$ cat config.mk
export PLATFORM = sky130hd
export DESIGN_NAME = reu_dma_seq
export DESIGN_NICKNAME = d
export VERILOG_FILES = /design/src/rtl/reu_dma_seq.sv
export SDC_FILE = /design/constraint.sdc
export NUM_CORES = 1
export LEC_CHECK = 0
export CORE_MARGIN = 2
export CORE_UTILIZATION = 46
export DETAILED_ROUTE_END_ITERATION = 16
export GPL_TIMING_DRIVEN = 0
export PLACE_DENSITY = 0.9
export SYNTH_ARGS = -nofsm -noshare
export SYNTH_HDL_FRONTEND = slang
export SYNTH_SLANG_ARGS = --single-unit
export TNS_END_PERCENT = 20
$ cat constraint.sdc
create_clock -name C8M -period 3.2 [get_ports C8M]
set_input_delay 0.96 -clock C8M [delete_from_list [all_inputs] [get_ports C8M]]
set_output_delay 0.96 -clock C8M [all_outputs]
set_load 0.01 [all_outputs]
$ cat src/rtl/reu_dma_seq.sv
`default_nettype none
// ============================================================================
// Module  : reu_dma_seq
// Brief   : REU DMA sequencer; turns a programmed stash/fetch/swap/verify
//           transfer into per-PHI2 SDRAM and C64-bus request strobes.
// Revision: 1.0
// ============================================================================
module reu_dma_seq #(
    parameter int REU_AW = 24
) (
    input  logic              C8M,
    input  logic              RESET,
    input  logic              CYC,
    input  logic              BA,
    input  logic              START,
    input  logic [1:0]        TYPE,
    input  logic              FIXC,
    input  logic              FIXR,
    input  logic              AUTOLOAD,
    input  logic [15:0]       C64A_BASE,
    input  logic [REU_AW-1:0] REUA_BASE,
    input  logic [15:0]       LEN_BASE,
    input  logic [7:0]        C64D,
    input  logic [7:0]        RDD,
    output logic              nDMA,
    output logic              RDCMD,
    output logic              WRCMD,
    output logic [REU_AW-1:0] A,
    output logic [15:0]       C64A,
    output logic              C64RD,
    output logic              C64WR,
    output logic [7:0]        SWAPD,
    output logic              BUSY,
    output logic              EOB,
    output logic              VERR,
    output logic [15:0]       LEN
);

    localparam logic [2:0] S_IDLE  = 3'd0;
    localparam logic [2:0] S_REQ   = 3'd1;
    localparam logic [2:0] S_XFER  = 3'd2;
    localparam logic [2:0] S_SWAP2 = 3'd3;
    localparam logic [2:0] S_FIN   = 3'd4;

    localparam logic [1:0] T_STASH  = 2'b00;
    localparam logic [1:0] T_FETCH  = 2'b01;
    localparam logic [1:0] T_SWAP   = 2'b10;
    localparam logic [1:0] T_VERIFY = 2'b11;

    // Strobe vector order: {RDCMD, WRCMD, C64RD, C64WR}
    localparam logic [3:0] c_STRB_NONE  = 4'b0000;
    localparam logic [3:0] c_STRB_SWAPW = 4'b0101;

    logic [2:0]        state_q, state_d;
    logic [REU_AW-1:0] a_q, a_d;
    logic [15:0]       c64a_q, c64a_d;
    logic [15:0]       len_q, len_d;
    logic [7:0]        swapd_q, swapd_d;
    logic [3:0]        strb_q, strb_d;
    logic              ndma_q, ndma_d;
    logic              busy_q, busy_d;
    logic              eob_q, eob_d;
    logic              verr_q, verr_d;
    logic              stall_q, stall_d;

    logic              w_go;
    logic              w_last;
    logic              w_mism;
    logic              w_complete;
    logic [3:0]        w_p1;

    assign w_go   = CYC & BA;
    assign w_last = (len_q == 16'd1);
    assign w_mism = (TYPE == T_VERIFY) && (C64D != RDD);

    // A byte completes when its final command was held for a full, un-stalled PHI2 period
    assign w_complete = w_go && !stall_q &&
                        (((state_q == S_XFER) && (TYPE != T_SWAP)) || (state_q == S_SWAP2));

    always_comb begin
        unique case (TYPE)
            T_STASH:  w_p1 = 4'b0110;
            T_FETCH:  w_p1 = 4'b1001;
            default:  w_p1 = 4'b1010;
        endcase
    end

    always_ff @(posedge C8M or posedge RESET) begin
        if (RESET) begin
            state_q <= S_IDLE;
            a_q     <= '0;
            c64a_q  <= 16'h0000;
            len_q   <= 16'h0000;
            swapd_q <= 8'h00;
            strb_q  <= c_STRB_NONE;
            ndma_q  <= 1'b1;
            busy_q  <= 1'b0;
            eob_q   <= 1'b0;
            verr_q  <= 1'b0;
            stall_q <= 1'b0;
        end else begin
            state_q <= state_d;
            a_q     <= a_d;
            c64a_q  <= c64a_d;
            len_q   <= len_d;
            swapd_q <= swapd_d;
            strb_q  <= strb_d;
            ndma_q  <= ndma_d;
            busy_q  <= busy_d;
            eob_q   <= eob_d;
            verr_q  <= verr_d;
            stall_q <= stall_d;
        end
    end

    always_comb begin
        state_d = state_q;
        case (state_q)
            S_IDLE:  if (START) state_d = S_REQ;
            S_REQ:   if (w_go) state_d = S_XFER;
            S_XFER: begin
                if (w_go && !stall_q) begin
                    if (TYPE == T_SWAP)       state_d = S_SWAP2;
                    else if (w_last || w_mism) state_d = S_FIN;
                end
            end
            S_SWAP2: if (w_go && !stall_q) state_d = w_last ? S_FIN : S_XFER;
            S_FIN:   state_d = S_IDLE;
            default: state_d = S_IDLE;
        endcase
    end

    always_comb begin
        a_d     = a_q;
        c64a_d  = c64a_q;
        len_d   = len_q;
        swapd_d = swapd_q;
        strb_d  = strb_q;
        ndma_d  = ndma_q;
        busy_d  = busy_q;
        eob_d   = eob_q;
        verr_d  = verr_q;
        stall_d = stall_q;

        // The final byte keeps LEN at 1 so software sees a completed block
        if (w_complete) begin
            a_d    = FIXR ? a_q : a_q + REU_AW'(1);
            c64a_d = FIXC ? c64a_q : c64a_q + 16'd1;
            if (!w_last) len_d = len_q - 16'd1;
        end

        case (state_q)
            S_IDLE: begin
                if (START) begin
                    a_d     = REUA_BASE;
                    c64a_d  = C64A_BASE;
                    len_d   = LEN_BASE;
                    eob_d   = 1'b0;
                    verr_d  = 1'b0;
                    busy_d  = 1'b1;
                    ndma_d  = 1'b0;
                    stall_d = 1'b0;
                    strb_d  = c_STRB_NONE;
                end
            end
            S_REQ: begin
                if (CYC) strb_d = BA ? w_p1 : c_STRB_NONE;
            end
            S_XFER: begin
                if (CYC) begin
                    if (!BA) begin
                        strb_d  = c_STRB_NONE;
                        stall_d = 1'b1;
                    end else if (stall_q) begin
                        strb_d  = w_p1;
                        stall_d = 1'b0;
                    end else if (TYPE == T_SWAP) begin
                        swapd_d = RDD;
                        strb_d  = c_STRB_SWAPW;
                    end else if (w_last || w_mism) begin
                        strb_d = c_STRB_NONE;
                        ndma_d = 1'b1;
                        busy_d = 1'b0;
                        eob_d  = w_last;
                        verr_d = w_mism;
                    end else begin
                        strb_d = w_p1;
                    end
                end
            end
            S_SWAP2: begin
                if (CYC) begin
                    if (!BA) begin
                        strb_d  = c_STRB_NONE;
                        stall_d = 1'b1;
                    end else if (stall_q) begin
                        strb_d  = c_STRB_SWAPW;
                        stall_d = 1'b0;
                    end else if (w_last) begin
                        strb_d = c_STRB_NONE;
                        ndma_d = 1'b1;
                        busy_d = 1'b0;
                        eob_d  = 1'b1;
                    end else begin
                        strb_d = w_p1;
                    end
                end
            end
            S_FIN: begin
                if (AUTOLOAD) begin
                    a_d    = REUA_BASE;
                    c64a_d = C64A_BASE;
                    len_d  = LEN_BASE;
                end
            end
            default: ;
        endcase
    end

    assign nDMA  = ndma_q;
    assign RDCMD = strb_q[3];
    assign WRCMD = strb_q[2];
    assign C64RD = strb_q[1];
    assign C64WR = strb_q[0];
    assign A     = a_q;
    assign C64A  = c64a_q;
    assign LEN   = len_q;
    assign SWAPD = swapd_q;
    assign BUSY  = busy_q;
    assign EOB   = eob_q;
    assign VERR  = verr_q;

endmodule
`default_nettype wire
======== After elaboration in Yosys (flattened, before gate mapping) ========
Cells that the tools add are included.
Widths: inputs -> output; s select.
word-level totals
  register bits after elaboration ......... 76
  input bits .............................. 82
  output and inout port bits .............. 72
cells by class
  bitwise logic cells ..................... 2
  reductions and logical operators ........ 20
  eq/ne operators ......................... 26
  add/sub/neg operators ................... 3
  multiplexer cells ....................... 74
operators with widths
  operator               count
  $mux 16                8
  $mux 24                4
  $pmux 16 s2            2
  $mux 4                 12
  $pmux 24 s2            1
  $mux 1                 32
  $add 24x1->24 const B  1
  $ne 2x2->1 const B     12
  $mux 3                 7
  $add 16x1->16 const B  1
  $eq 16x1->1 const B    1
  $pmux 4 s4             1
  $sub 16x1->16 const B  1
  $reduce_and 5->1       3
  $pmux 3 s4             1
  $reduce_and 11->1      1
  $pmux 1 s3             3
  $ne 2x1->1 const B     4
  $ne 8x8->1             1
  $pmux 4 s2             1
  $reduce_and 7->1       1
  $eq 3x2->1 const B     2
  $eq 2x2->1 const B     2
  $logic_and 1x1->1      4
  other kinds (16)       19

======== Logic depth before layout (Yosys ltp) ========
  depth after elaboration ................. 9
  mapped depth ............................ 8
  mapped depth without buffers ............ 7

======== Worst setup path after synthesis ========
OpenSTA, ideal clock, no wires.
  path kind ............................... input -> register
  start ................................... input TYPE[0]
  end ..................................... register c64a_q[9], in the netlist C64A[9]
  data required time ...................... 3.066 ns
  stages on the path ...................... 7
  path slack .............................. 0.689 ns
  path buffers ............................ 2
  setup time .............................. 0.134 ns
  data arrival time ....................... 2.377 ns
  cells stage by stage .................... buf_2 -> nor3b_1 -> nor3_1 -> clkbuf_1 -> nand4_1 -> xor2_1 -> o21ai_0
on the way
  longest elaborated chain between the ends .. 7
ends and longest elaborated chain
  item                               RTL line  text
  start: declaration                 16        input logic [1:0] TYPE,
  $ne 2x2->1 *                       78        (((state_q == S_XFER) && (TYPE != T_SWAP)) || (state_q == S_SWAP2));
  $logic_and 1x1->1 *                78
  $logic_or 1x1->1 *                 78
  $logic_and 1x1->1 *                77        assign w_complete = w_go && !stall_q &&
  $mux 16 *                          146       if (w_complete) begin
  $mux 16, on equally long branches  210, 154
  $pmux 16 s2 *                      152       case (state_q)
  net c64a_d[9]                      56        logic [15:0] c64a_q, c64a_d;
  end signal: assignment             92        c64a_q <= 16'h0000;
  end signal: assignment             104       c64a_q <= c64a_d;
  end: declaration                   56
The timed path passes the listed nets; every way through them passes the cells marked *.
A chain may end at the register's enable or synchronous reset.

======== Worst setup path in the final report ========
  start ................................... input CYC
  end ..................................... register a_q[23], in the netlist A[23]
on the way
  longest elaborated chain between the ends .. 6
ends and longest elaborated chain
  item                               RTL line  text
  start: declaration                 13        input logic CYC,
  $and 1x1->1 *                      72        assign w_go = CYC & BA;
  $logic_and 1x1->1 * (2 in a row)   77
  $mux 24 *                          146
  $mux 24, on equally long branches  210, 154
  $pmux 24 s2 *                      152
  net a_d[23]                        55        logic [REU_AW-1:0] a_q, a_d;
  end signal: assignment             91        a_q <= '0;
  end signal: assignment             103       a_q <= a_d;
  end: declaration                   55
Marks and branches as above.

==> impl_metrics.yaml <==
worst_setup_path:
  end_kind: "flop"
  crit_required_ns: 3.47
  crit_fanout: 8
  crit_arrival_ns: 3.33
  r2r_setup_slack_ns: 0.57
  rr_worst_depth: 7
  r2r-end: "C64A[11]"
  crit_type: "input port to flop"
  critPathLaunchType: "input port"
  r2r_start: "state_q[0]"
route:
  drc: 0
  drt_wl_total_um: 14490
  first_iter_violations: 262
  antenna_left: 0
  wl_per_cell_um: 18.32
  via_count: 4544
  viasPerCell: 5.745
  first_pass_iters: 5
place:
  routabilityCongestion: 0.9268
  dp_cells: 775
  dpl_worst_slack_ns: -0.3226
  port_buffers: 153
  hpwl_um: 10760
grt:
  grt_pass1_wl_um: 22500
  grt_max_degree: 40
  grt_pass1_vias: 4530
  use_met2_pct: 45.95
  busiest_layer: "met2"
  grt_antenna_before_repair: 0
  gr-usage-met1_pct: 37.17
  grt_usage_pct: 27.88
  grt_use_met3_pct: 4.378
  grt_overflow: 0
synth:
  syn_nets: 579
  ys_warn_count: 0
  synth_cells: 492
  synth_top_area_cell: "dfrtp_1"
  synth_area_leaders: "dfrtp_1 42%, o21ai_0 6.2%, nand2_1 6.1%"
  ys_seq_area_share_pct: 42.87
  synth_edf_count: 0
  avgSynthCellArea_um2: 9.023
  ys_seq_elements: 76
  synthFlopType: "dfrtp_1"
  synth_top_area_share_pct: 42.28
  ys_types: 57
  netlist_area_um2: 4439
  async_flop_share_pct: 100.0
pwr:
  total_power_mw: 5.318
  ir_drop_v: 0.0004626
  cellLeakagePower_nw: 2.405
  power.density_nw_per_um2: 828.5
timing:
  drv_slew: 0
  finClkSkew_ns: 0.01383
  holdWs_ns: 0.5122
  hold_viol_final: 0
  layout_setup_ws_ns: 0.1317
  period_share_pct: 95.88
  slew-limit-headroom_pct: 41.63
  finalSetupViolCount: 0
  grt_setup_unrepaired: "no"
  fmax_mhz: 325.9
  tightestPinTransition_ns: 0.8676
  final.min_clock_period_ns: 3.068
cts:
  clock_tree.buffer_depth: 2
  insertion_delay_ns: 0.34
  cts_num_sinks: 76
  hold_buffers: 0
  numCtsBuffers: 9
  htree_levels: 3
  cts-root-buf: "clkbuf_8"
  tritoncts: "yes"
  clk_pin_slew_ns: 0.09
cells_and_area:
  final_common_cell: "clkdlybuf4s50_1"
  layout_common_cells: "153 x clkdlybuf4s50_1, 75 x dfrtp_1, 72 x nand2_1, 55 x o21ai_0, 28 x xor2_1"
  nNetsFinal: 744
  area_delta_synth_final_pct: 44.59
  n_antenna_cell: 0
  post-route-util_pct: 69.14
  fin_cells: 791
  drive_gt1_share_pct: 7.251
die:
  die_w_um: 102.2
  row_count: 35
  io_pins: 154
  start_util_pct: 47.82
  core_um2: 9284
  die_area_um2: 10450
  die_y_um: 102.2
hold_path:
  worstHoldPathType: "flop to flop"
  min_from: "strb_q[1]"
  min_to: "strb_q[1]"
  hold_depth: 1
job:
  cap_violations: 0
outcome:
  status: "finished, final reports clean"
==> power breakdown <==
part           switching, mW  internal, mW
Clock                  0.390         0.540
Sequential             0.543          1.41
Combinational           1.11          1.32
==> state kept, by name, indices dropped and copies added (netlist names) <==
signal	count
A	24
BUSY	1
C64A	16
EOB	1
LEN	16
SWAPD	8
VERR	1
nDMA	1
stall_q	1
state_q	3
strb_q	4
==> critical path: stages <==
cell and delay, ns:
clkdlybuf4s50_1 0.63, nand3b_2 0.29, nor4_4 0.62, nand3_1 0.16, or4_1 0.49, a31oi_1 0.18
==> layout make-up <==
class / instances / area [um2]
Multi-Input combinational cell: 382 / 2406
Clock inverter: 6 / 111.4
Clock buffer: 10 / 137.6
Tap cell: 129 / 161.4
Inverter: 10 / 40.04
Buffer: 24 / 107.6
Fill cell: 749 / 2865
Sequential cell: 76 / 1903
Timing Repair Buffer: 154 / 1551
==> worst max path at each step <==
| stage | slack (ns) | to | cells past startpoint | from |
|---|---|---|---|---|
| after floorplan | 0.30 | A[0] | 1 | RESET |
| after global placement | -0.91 | LEN[7] | 2 | RESET |
| after detailed placement | -0.32 | A[8] | 6 | CYC |
| after CTS | 0.009 | C64A[7] | 8 | TYPE[0] |
| after global routing | 0.01 | C64A[11] | 7 | START |
| final | 0.13 | A[23] | 6 | CYC |
==> through the flow <==
| stage | instance area (um2) | TNS, ns |
|---|---|---|
| finish | 6419 | 0 |
| global route | 6419 | 0 |
| CTS | 6404 | 0 |
| detailed placement | 6155 | -6.297 |
| global placement | 6132 | -74.35 |
| floorplan | 4439 | 0 |
==> cells in the mapped netlist, drive strengths merged, types with 2 or more instances <==
cell type / n
nor2b: 4
o31ai: 5
nand2: 72
or4: 5
nand3: 20
o21ai: 56
dfrtp: 75
a31oi: 10
and3: 8
or2: 3
and2: 4
or3: 2
mux2: 8
nor4: 16
and3b: 2
a211oi: 2
xnor2: 25
inv: 10
xor2: 28
a21o: 3
nand4: 26
ha: 5
a32o: 2
nor3b: 2
nand2b: 6
nor3: 10
a22o: 2
a21oi: 6
o211ai: 5
mux2i: 2
clkbuf: 18
nor2: 22
buf: 6
or3b: 2
nor4b: 2
and4: 3
==> logic make-up (layout without fill, tap and decap cells) <==
kind of cell | Yosys count | in the layout | synth area share, %
buffers and inverters | 34 | 204 | 3.241
AND/OR/NAND/NOR | 211 | 211 | 25.45
XOR/XNOR | 53 | 53 | 10.46
adder cells (fa/ha/maj) | 5 | 5 | 1.409
multiplexers | 10 | 10 | 2.480
flip-flops | 76 | 76 | 42.87
AO/OA/AOI/OAI | 103 | 103 | 14.09
==> what timing repair did <==
action | CTS | global route
resized for setup | 0 | 4
buffers inserted | 0 | 0
endpoints found under the setup margin | 0 | 15
hold endpoints to repair | 0 | 0
==> metal layers <==
layer / up-vias / share of wire (%)
met1: 2190 / 42
met2: 209 / 49
met3: 25 / 7.0
met4: 0 / 1.9
li1: 2120 / -
met5: - / 0
(Power assumes the default switching activity.)
